### config.mk
export PLATFORM = sky130hd
export DESIGN_NAME = ccff_readback_ctrl
export DESIGN_NICKNAME = d
export VERILOG_FILES = /design/src/rtl/ccff_readback_ctrl.sv
export SDC_FILE = /design/constraint.sdc
export NUM_CORES = 1
export LEC_CHECK = 0
export CORE_MARGIN = 1
export CORE_UTILIZATION = 40
export CTS_BUF_LIST = sky130_fd_sc_hd__clkbuf_4
export DETAILED_ROUTE_END_ITERATION = 16
export PLACE_DENSITY = 0.62
export SLEW_MARGIN = 25
export SYNTH_ARGS = -nofsm -noshare
export SYNTH_HDL_FRONTEND = slang
export SYNTH_SLANG_ARGS = --single-unit
export TNS_END_PERCENT = 10
### constraint.sdc
create_clock -name clk -period 5 [get_ports clk]
set_input_delay 1.5 -clock clk [delete_from_list [all_inputs] [get_ports clk]]
set_output_delay 1.5 -clock clk [all_outputs]
set_load 0.02 [all_outputs]
### src/rtl/ccff_readback_ctrl.sv
`default_nettype none
// ============================================================================
// Module      : ccff_readback_ctrl
// Description : Reader end of the configuration-chain (ccff) interface.
//               Shifts the fabric scan chain out of its tail one bit per
//               cycle and packs the bits LSB-first into WORD_W-bit words on
//               a valid/ready stream. With recirculation latched at start,
//               each tail bit is fed back into the head, so after CHAIN_LEN
//               shifts the chain holds its original contents.
// Ports       :
//   clk, rst_n          - clock (chain shifts on the same edge), async
//                         active-low reset
//   start, recirc_en    - begin a readback (IDLE only); recirc latched at start
//   busy, done          - not-IDLE flag; one-cycle completion pulse
//   ccff_tail_i         - chain tail bit
//   ccff_head_o         - bit driven into the chain head
//   chain_shift_en_o    - chain advances at the next clk edge
//   rd_data/rd_valid/rd_ready/rd_last - output word stream
//   bit_count           - bits shifted so far in this readback
// Revision    : 1.0 - initial release
// ============================================================================
module ccff_readback_ctrl #(
    parameter int CHAIN_LEN = 64,
    parameter int WORD_W    = 8,
    parameter int CNT_W     = 16
) (
    input  logic              clk,
    input  logic              rst_n,
    input  logic              start,
    input  logic              recirc_en,
    output logic              busy,
    output logic              done,
    input  logic              ccff_tail_i,
    output logic              ccff_head_o,
    output logic              chain_shift_en_o,
    output logic [WORD_W-1:0] rd_data,
    output logic              rd_valid,
    input  logic              rd_ready,
    output logic              rd_last,
    output logic [CNT_W-1:0]  bit_count
);

    localparam int ACC_W = $clog2(WORD_W);

    localparam logic [1:0] S_IDLE  = 2'd0;
    localparam logic [1:0] S_SHIFT = 2'd1;
    localparam logic [1:0] S_STALL = 2'd2;
    localparam logic [1:0] S_DRAIN = 2'd3;

    localparam logic [ACC_W-1:0] c_ACC_LAST = ACC_W'(WORD_W - 1);
    localparam logic [CNT_W-1:0] c_LAST_BIT = CNT_W'(CHAIN_LEN - 1);

    logic [1:0]        r_state;
    logic              r_recirc;
    logic [WORD_W-1:0] r_acc;
    logic [ACC_W-1:0]  r_acc_cnt;
    logic [CNT_W-1:0]  r_bit_cnt;
    logic [WORD_W-1:0] r_rd_data;
    logic              r_rd_valid;
    logic              r_rd_last;
    logic              r_done;

    logic              w_slot_free;
    logic              w_word_end;
    logic              w_shift;
    logic              w_accept;
    logic [WORD_W-1:0] w_acc_next;

    // Output register can take a new word this cycle.
    assign w_slot_free = !r_rd_valid || rd_ready;
    assign w_accept    = r_rd_valid && rd_ready;

    // The next sample closes a word either by filling it or by being the
    // final chain bit. A short final word also needs a free slot, otherwise
    // it would overwrite a word still waiting for the consumer.
    assign w_word_end = (r_acc_cnt == c_ACC_LAST) || (r_bit_cnt == c_LAST_BIT);

    // A shift always samples; the chain never moves unless the bit can be kept.
    assign w_shift = (r_state == S_SHIFT) && (!w_word_end || w_slot_free);

    always_comb begin
        w_acc_next             = r_acc;
        w_acc_next[r_acc_cnt]  = ccff_tail_i;
    end

    assign chain_shift_en_o = w_shift;
    assign ccff_head_o      = w_shift && r_recirc && ccff_tail_i;
    assign busy             = (r_state != S_IDLE);
    assign done             = r_done;
    assign rd_data          = r_rd_data;
    assign rd_valid         = r_rd_valid;
    assign rd_last          = r_rd_last;
    assign bit_count        = r_bit_cnt;

    always_ff @(posedge clk or negedge rst_n) begin
        if (!rst_n) begin
            r_state    <= S_IDLE;
            r_recirc   <= 1'b0;
            r_acc      <= '0;
            r_acc_cnt  <= '0;
            r_bit_cnt  <= '0;
            r_rd_data  <= '0;
            r_rd_valid <= 1'b0;
            r_rd_last  <= 1'b0;
            r_done     <= 1'b0;
        end else begin
            r_done <= 1'b0;

            // Accepted word leaves; a word loaded below overrides this.
            if (w_accept) begin
                r_rd_valid <= 1'b0;
            end

            case (r_state)
                S_IDLE: begin
                    if (start) begin
                        r_recirc  <= recirc_en;
                        r_bit_cnt <= '0;
                        r_acc     <= '0;
                        r_acc_cnt <= '0;
                        r_rd_last <= 1'b0;
                        r_state   <= S_SHIFT;
                    end
                end

                S_SHIFT: begin
                    if (w_shift) begin
                        r_bit_cnt <= r_bit_cnt + 1'b1;
                        if (w_word_end) begin
                            r_rd_data  <= w_acc_next;
                            r_rd_valid <= 1'b1;
                            r_rd_last  <= (r_bit_cnt == c_LAST_BIT);
                            r_acc      <= '0;
                            r_acc_cnt  <= '0;
                        end else begin
                            r_acc     <= w_acc_next;
                            r_acc_cnt <= r_acc_cnt + 1'b1;
                        end
                        if (r_bit_cnt == c_LAST_BIT) begin
                            r_state <= S_DRAIN;
                        end
                    end else begin
                        r_state <= S_STALL;
                    end
                end

                S_STALL: begin
                    if (w_accept) begin
                        r_state <= S_SHIFT;
                    end
                end

                S_DRAIN: begin
                    if (w_accept) begin
                        r_done  <= 1'b1;
                        r_state <= S_IDLE;
                    end
                end

                default: begin
                    r_state <= S_IDLE;
                end
            endcase
        end
    end

endmodule
`default_nettype wire

[Word level (Yosys, flattened, before mapping)]
Index checks and enable logic that the tools add are counted.
Word-level totals
  bits in writable memories: 0
  input bits: 6
  bits in registers: 41
  bits in read-only memories: 0
  memories: 0
  logic and storage cells: 72
  bits in latches: 0
  output and inout port bits: 30
Cells by class
  bitwise gates (word level): 0
  div/mod/pow operators: 0
  shift-type cells: 0
  $add $sub $neg: 2
  muxes and demuxes: 30
  $mul: 0
  reduce and logical (&&, ||, !) cells: 18
  magnitude comparators: 2
  eq/ne operators: 11
Operator list (count)
  2-to-1 mux 16 bit: 2
  case mux 16 bit (2 select lines): 1
  2-to-1 mux 8 bit: 3
  adder 16 x 1 -> 16 bit (second input constant): 1
  == test 16 x 6 -> 1 bit (second input constant): 1
  case mux 8 bit (2 select lines): 1
  2-to-1 mux 1 bit: 10
  2-to-1 mux 2 bit: 5
  != test 2 bit (second input constant): 5
  2-to-1 mux 3 bit: 3
  bitwise mux 8 bit: 1
  case mux 2 bit (4 select lines): 1
  AND reduction 4 bit: 2
  case mux 3 bit (2 select lines): 1
  AND reduction 3 bit: 2
  logical AND 1 bit: 5
  == test 2 bit (second input constant): 2
  less-than comparator 3 x 4 -> 1 bit (second input constant): 1
  nonzero test 2 bit: 2
  adder 3 x 1 -> 3 bit (second input constant): 1
  demux 1 bit (select 3 bit): 1
  == test 3 bit (second input constant): 1
  >= comparator 3 x 1 -> 1 bit (second input constant): 1
  logical OR 1 bit: 3
  6 further kinds: 7

[Longest topological paths before layout]
  depth in word-level cells: 8
  depth in mapped cells: 9

[Least setup slack after synthesis]
No wires, ideal clock.
  kind: in2out
  start: input rd_ready
  end: output ccff_head_o
  stages: 6
  buffers on the path: 1
  arrival: 2652 ps
  path slack: 848 ps
  cells stage by stage: or2b_1 > and2_2 > a21oi_4 > buf_6 > inv_2 > and3_1
On the way
  longest elaborated chain between the ends: 5
Ends and longest elaborated chain
  from (decl): RTL line 38  | input logic rd_ready,
  logical OR 1 bit: RTL line 70  | assign w_slot_free = !r_rd_valid || rd_ready;
  logical OR 1 bit: RTL line 79  | assign w_shift = (r_state == S_SHIFT) && (!w_word_end || w_slot_free);
  logical AND 1 bit: RTL line 79
  net chain_shift_en_o: RTL line 35  | output logic chain_shift_en_o,
  logical AND 1 bit (2 in a row): RTL line 87  | assign ccff_head_o = w_shift && r_recirc && ccff_tail_i;
  to (decl): RTL line 34  | output logic ccff_head_o,
The timed path passes the listed nets, and every way through them passes these cells.

[Final worst setup path]
  start: input rd_ready
  end: output ccff_head_o
On the way
  longest elaborated chain between the ends: 5
Ends and longest elaborated chain (RTL line)
  logical OR 1 bit: 70
  logical OR 1 bit: 79
  logical AND 1 bit: 79
  logical AND 1 bit (2 in a row): 87
No other way between the ends.

==> flow_metrics.env <==
export IMPL_status="complete, no violations"
export IMPL_crit_chain="clkdlybuf4s50_1 > or2b_1 > and2_2 > a21oi_4 > inv_2 > and3_1 > clkdlybuf4s50_1"
export IMPL_synth_top_family_by_area="simple AND/OR/NAND/NOR gates"
export IMPL_place_congestion=0.749
export IMPL_die_x_um=74.8
export IMPL_dp_hpwl_um=3090
export IMPL_yosysWarnings=0
export IMPL_worst_pin_slew_ns=0.680
export IMPL_avgSynthCellArea_um2=9.72
export IMPL_synth_edf_count=0
export IMPL_synthTopCellsByArea="dfrtp_1 (48%), nand2_1 (5.8%), o21ai_0 (5.0%)"
export IMPL_grt_usage_pct=17.9
export IMPL_synthToLayoutAreaGrowth_pct=22.6
export IMPL_setup_violations_final=0
export IMPL_cts_hold_buffers=0
export IMPL_placementRows=26
export IMPL_die_h_um=74.8
export IMPL_grt_max_degree=42
export IMPL_core_area_um2=5110
export IMPL_antenna_cells=0
export IMPL_power_leakage_uw=0.00107
export IMPL_num_vias=1695
export IMPL_crit_buf_inv=3
export IMPL_drt_initial_drc_count=81
export IMPL_routed_wl_met3_um=150
export IMPL_switching_power_uw=568
export IMPL_clkPwrFrac_pct=19.1
export IMPL_cap_violations=0
export IMPL_clk_path_buf_depth=2
export IMPL_viasPerCell=5.26
export IMPL_critPathCaptureType="primary output"
export IMPL_hold_viol=0
export IMPL_yosysMostFrequentCell="dfrtp_1"
export IMPL_initial_core_util_pct=41.5
export IMPL_cp_common_cell="clkdlybuf4s50_1"
export IMPL_syn_inst=218
export IMPL_grt_pass1_wl_um=7560
export IMPL_wire_per_inst_um=13.8
export IMPL_fin_tns_setup_ns=0
export IMPL_synth_top_area_share_pct=48.4
export IMPL_netlist_cell_type_count=51
export IMPL_drive_gt1_share_pct=11.9
export IMPL_synth_common_cells="dfrtp_1 (41), nand2_1 (33), o21ai_0 (21)"
export IMPL_cp_start_kind="primary input"
export IMPL_cts_setup_buffers=0
export IMPL_cpMaxStageDelayCell="clkdlybuf4s50_1"
export IMPL_period_share_pct=97.2
export IMPL_synth_ff_type="dfrtp_1"
export IMPL_met1_length_um=2200
export IMPL_critPathTopFamily="buffers and inverters"
export IMPL_synth_simple_area_share_pct=23.1
export IMPL_synth_nets=227
export IMPL_final_max_slew_violation_count=0
export IMPL_grt_ovfl_total=0
export IMPL_cts_tree="done"
export IMPL_numCtsBuffers=5
export IMPL_async_reset_ff_share_pct=100
export IMPL_crit_arrival_ns=3.36
export IMPL_route_met2_wl_um=2020
export IMPL_fmaxAchievable_mhz=206
export IMPL_worst_hold_path_type="reg -> reg"
export IMPL_yosysTopAreaCell="dfrtp_1"
export IMPL_peakVddDrop_v=0.000283
export IMPL_drtAntennaViolNets=0
export IMPL_slew_headroom_pct=54.5
export IMPL_ys_ff_latch=41
export IMPL_highest_layer="met4"
export IMPL_cts_htree_levels=2
export IMPL_rsz0062_at_grt="false"
export IMPL_synth_mux_area_share_pct=4.25
export IMPL_finalHoldWorstSlack_ns=0.495
export IMPL_finClkSkew_ns=0.00944
export IMPL_synth_compound_area_share_pct=16.6
export IMPL_p_sw_share_pct=39.9
export IMPL_intPower_uw=857
export IMPL_drc=0
export IMPL_fin_nets=260
export IMPL_critPathMaxFanout=5
export IMPL_p_seq_share_pct=39.1
export IMPL_port_buffers=35
export IMPL_wl_um=4430
export IMPL_layout_min_cycle_time_ns=4.86
export IMPL_critPathMaxStageDelay_ns=0.53
export IMPL_cts_sinks=41
export IMPL_syn_cell_area_um2=2120
export IMPL_antenna_found_initial=0
export IMPL_grt_pass1_vias=1550
export IMPL_dr_pass1_iters=4
export IMPL_comb_power_share_pct=41.7
export IMPL_dieArea_um2=5590
export IMPL_path_class="in -> out"
export IMPL_worstPathRequired_ns=3.50
export IMPL_power_density_nw_per_um2=548
export IMPL_ys_seq_area_share_pct=48.4
export IMPL_cts_clk_slew_worst_paths_ns=0.13
export IMPL_synthAdderAreaFrac_pct=1.77
export IMPL_io_pins=36
export IMPL_cts_resized=0
export IMPL_clkLatencyLatePin_ns=0.35
export IMPL_root_buffer="clkbuf_4"
export IMPL_synth_xor_area_share_pct=1.24
sequential cells by signal, indices dropped and copies added (netlist names):
signal,count
r_acc,8
r_recirc,1
rd_last,1
rd_valid,1
r_acc_cnt,3
r_state,2
done,1
rd_data,8
bit_count,16
area by class of cell:
cell class / instances / area [um2]
fill: 490 / 2510
sequential: 41 / 1030
multi-input combinational: 162 / 997
timing repair buffer: 38 / 370
tap: 70 / 87.6
clock inverter: 3 / 68.8
clock buffer: 5 / 37.5
inverter: 3 / 11.3
cell families after synthesis:
| logic type | count (synthesis) |
|---|---|
| adders and majority gates | 3 |
| buffers and inverters | 15 |
| muxes | 9 |
| xor gates and xnor gates | 3 |
| and+or+nand+nor | 96 |
| DFF | 41 |
| AOI/OAI and AO/OA | 51 |
layout by cell type (no fill, tap or decap), types with 2 or more instances in the layout:
master	count
o31ai_1	3
or4_1	2
dfrtp_1	41
o41ai_1	2
ha_1	3
a21oi_1	5
nand3_1	20
xor2_1	2
o2111ai_1	2
and3_1	2
or3_2	4
nor2_1	11
buf_4	4
clkbuf_4	5
mux2i_1	9
nor3b_1	3
clkdlybuf4s50_1	34
o211ai_1	3
nand4_1	3
o21ai_2	2
nor3_1	4
inv_1	2
bufinv_16	2
a21oi_2	2
nand2_1	33
and2_2	2
nor4_1	2
nand2b_1	2
o21ai_0	21
tightest hold or removal path, cell delays in order (launching register included):
cell	delay, ns
dfrtp_1	0.37
nand2_1	0.04
o21ai_0	0.06
per-layer routing:
layer | global-route usage [%] | up-vias
li1 | - | 854
met1 | 24.9 | 804
met2 | 27.7 | 31
met3 | 4.02 | 6
met4 | 5.66 | 0
met5 | 0 | -
stage by stage:
| stage | setup WS [ns] | utilization (%) | total power, uW | area, um2 | cells |
|---|---|---|---|---|---|
| after floorplan | 0.848 | - | 952 | 2120 | 218 |
| after global placement | 0.146 | 48.8 | 1150 | 2490 | 314 |
| after detailed placement | 0.134 | 48.8 | 1170 | 2490 | 314 |
| after CTS | 0.123 | 50.8 | 1440 | 2600 | 322 |
| after global routing | 0.0424 | 50.9 | 1530 | 2600 | 322 |
| final | 0.138 | 50.9 | 1420 | 2600 | 322 |
power groups by stage:
stage	Sequential, uW	Clock (uW)	Combinational, uW
after floorplan	589	0	363
after global placement	563	0	590
after detailed placement	565	0	601
after CTS	559	279	601
after global routing	577	295	661
final	558	272	594
path summary, 6_finish.rpt:
path / start / endpoint / slack [ns] / depth (start not counted)
worst max-delay path: rd_ready / ccff_head_o / 0.14 / 7
worst min register to register: rd_data[7] / rd_data[7] / 0.50 / 2
min in group asynchronous: rst_n / bit_count[8] / 1.10 / 1
max in group asynchronous: rst_n / r_acc_cnt[1] / 3.53 / 1
worst min-delay path: rd_data[7] / rd_data[7] / 0.50 / 2
worst max register to register: bit_count[0] / bit_count[10] / 2.54 / 7
(Power assumes the default switching activity.)
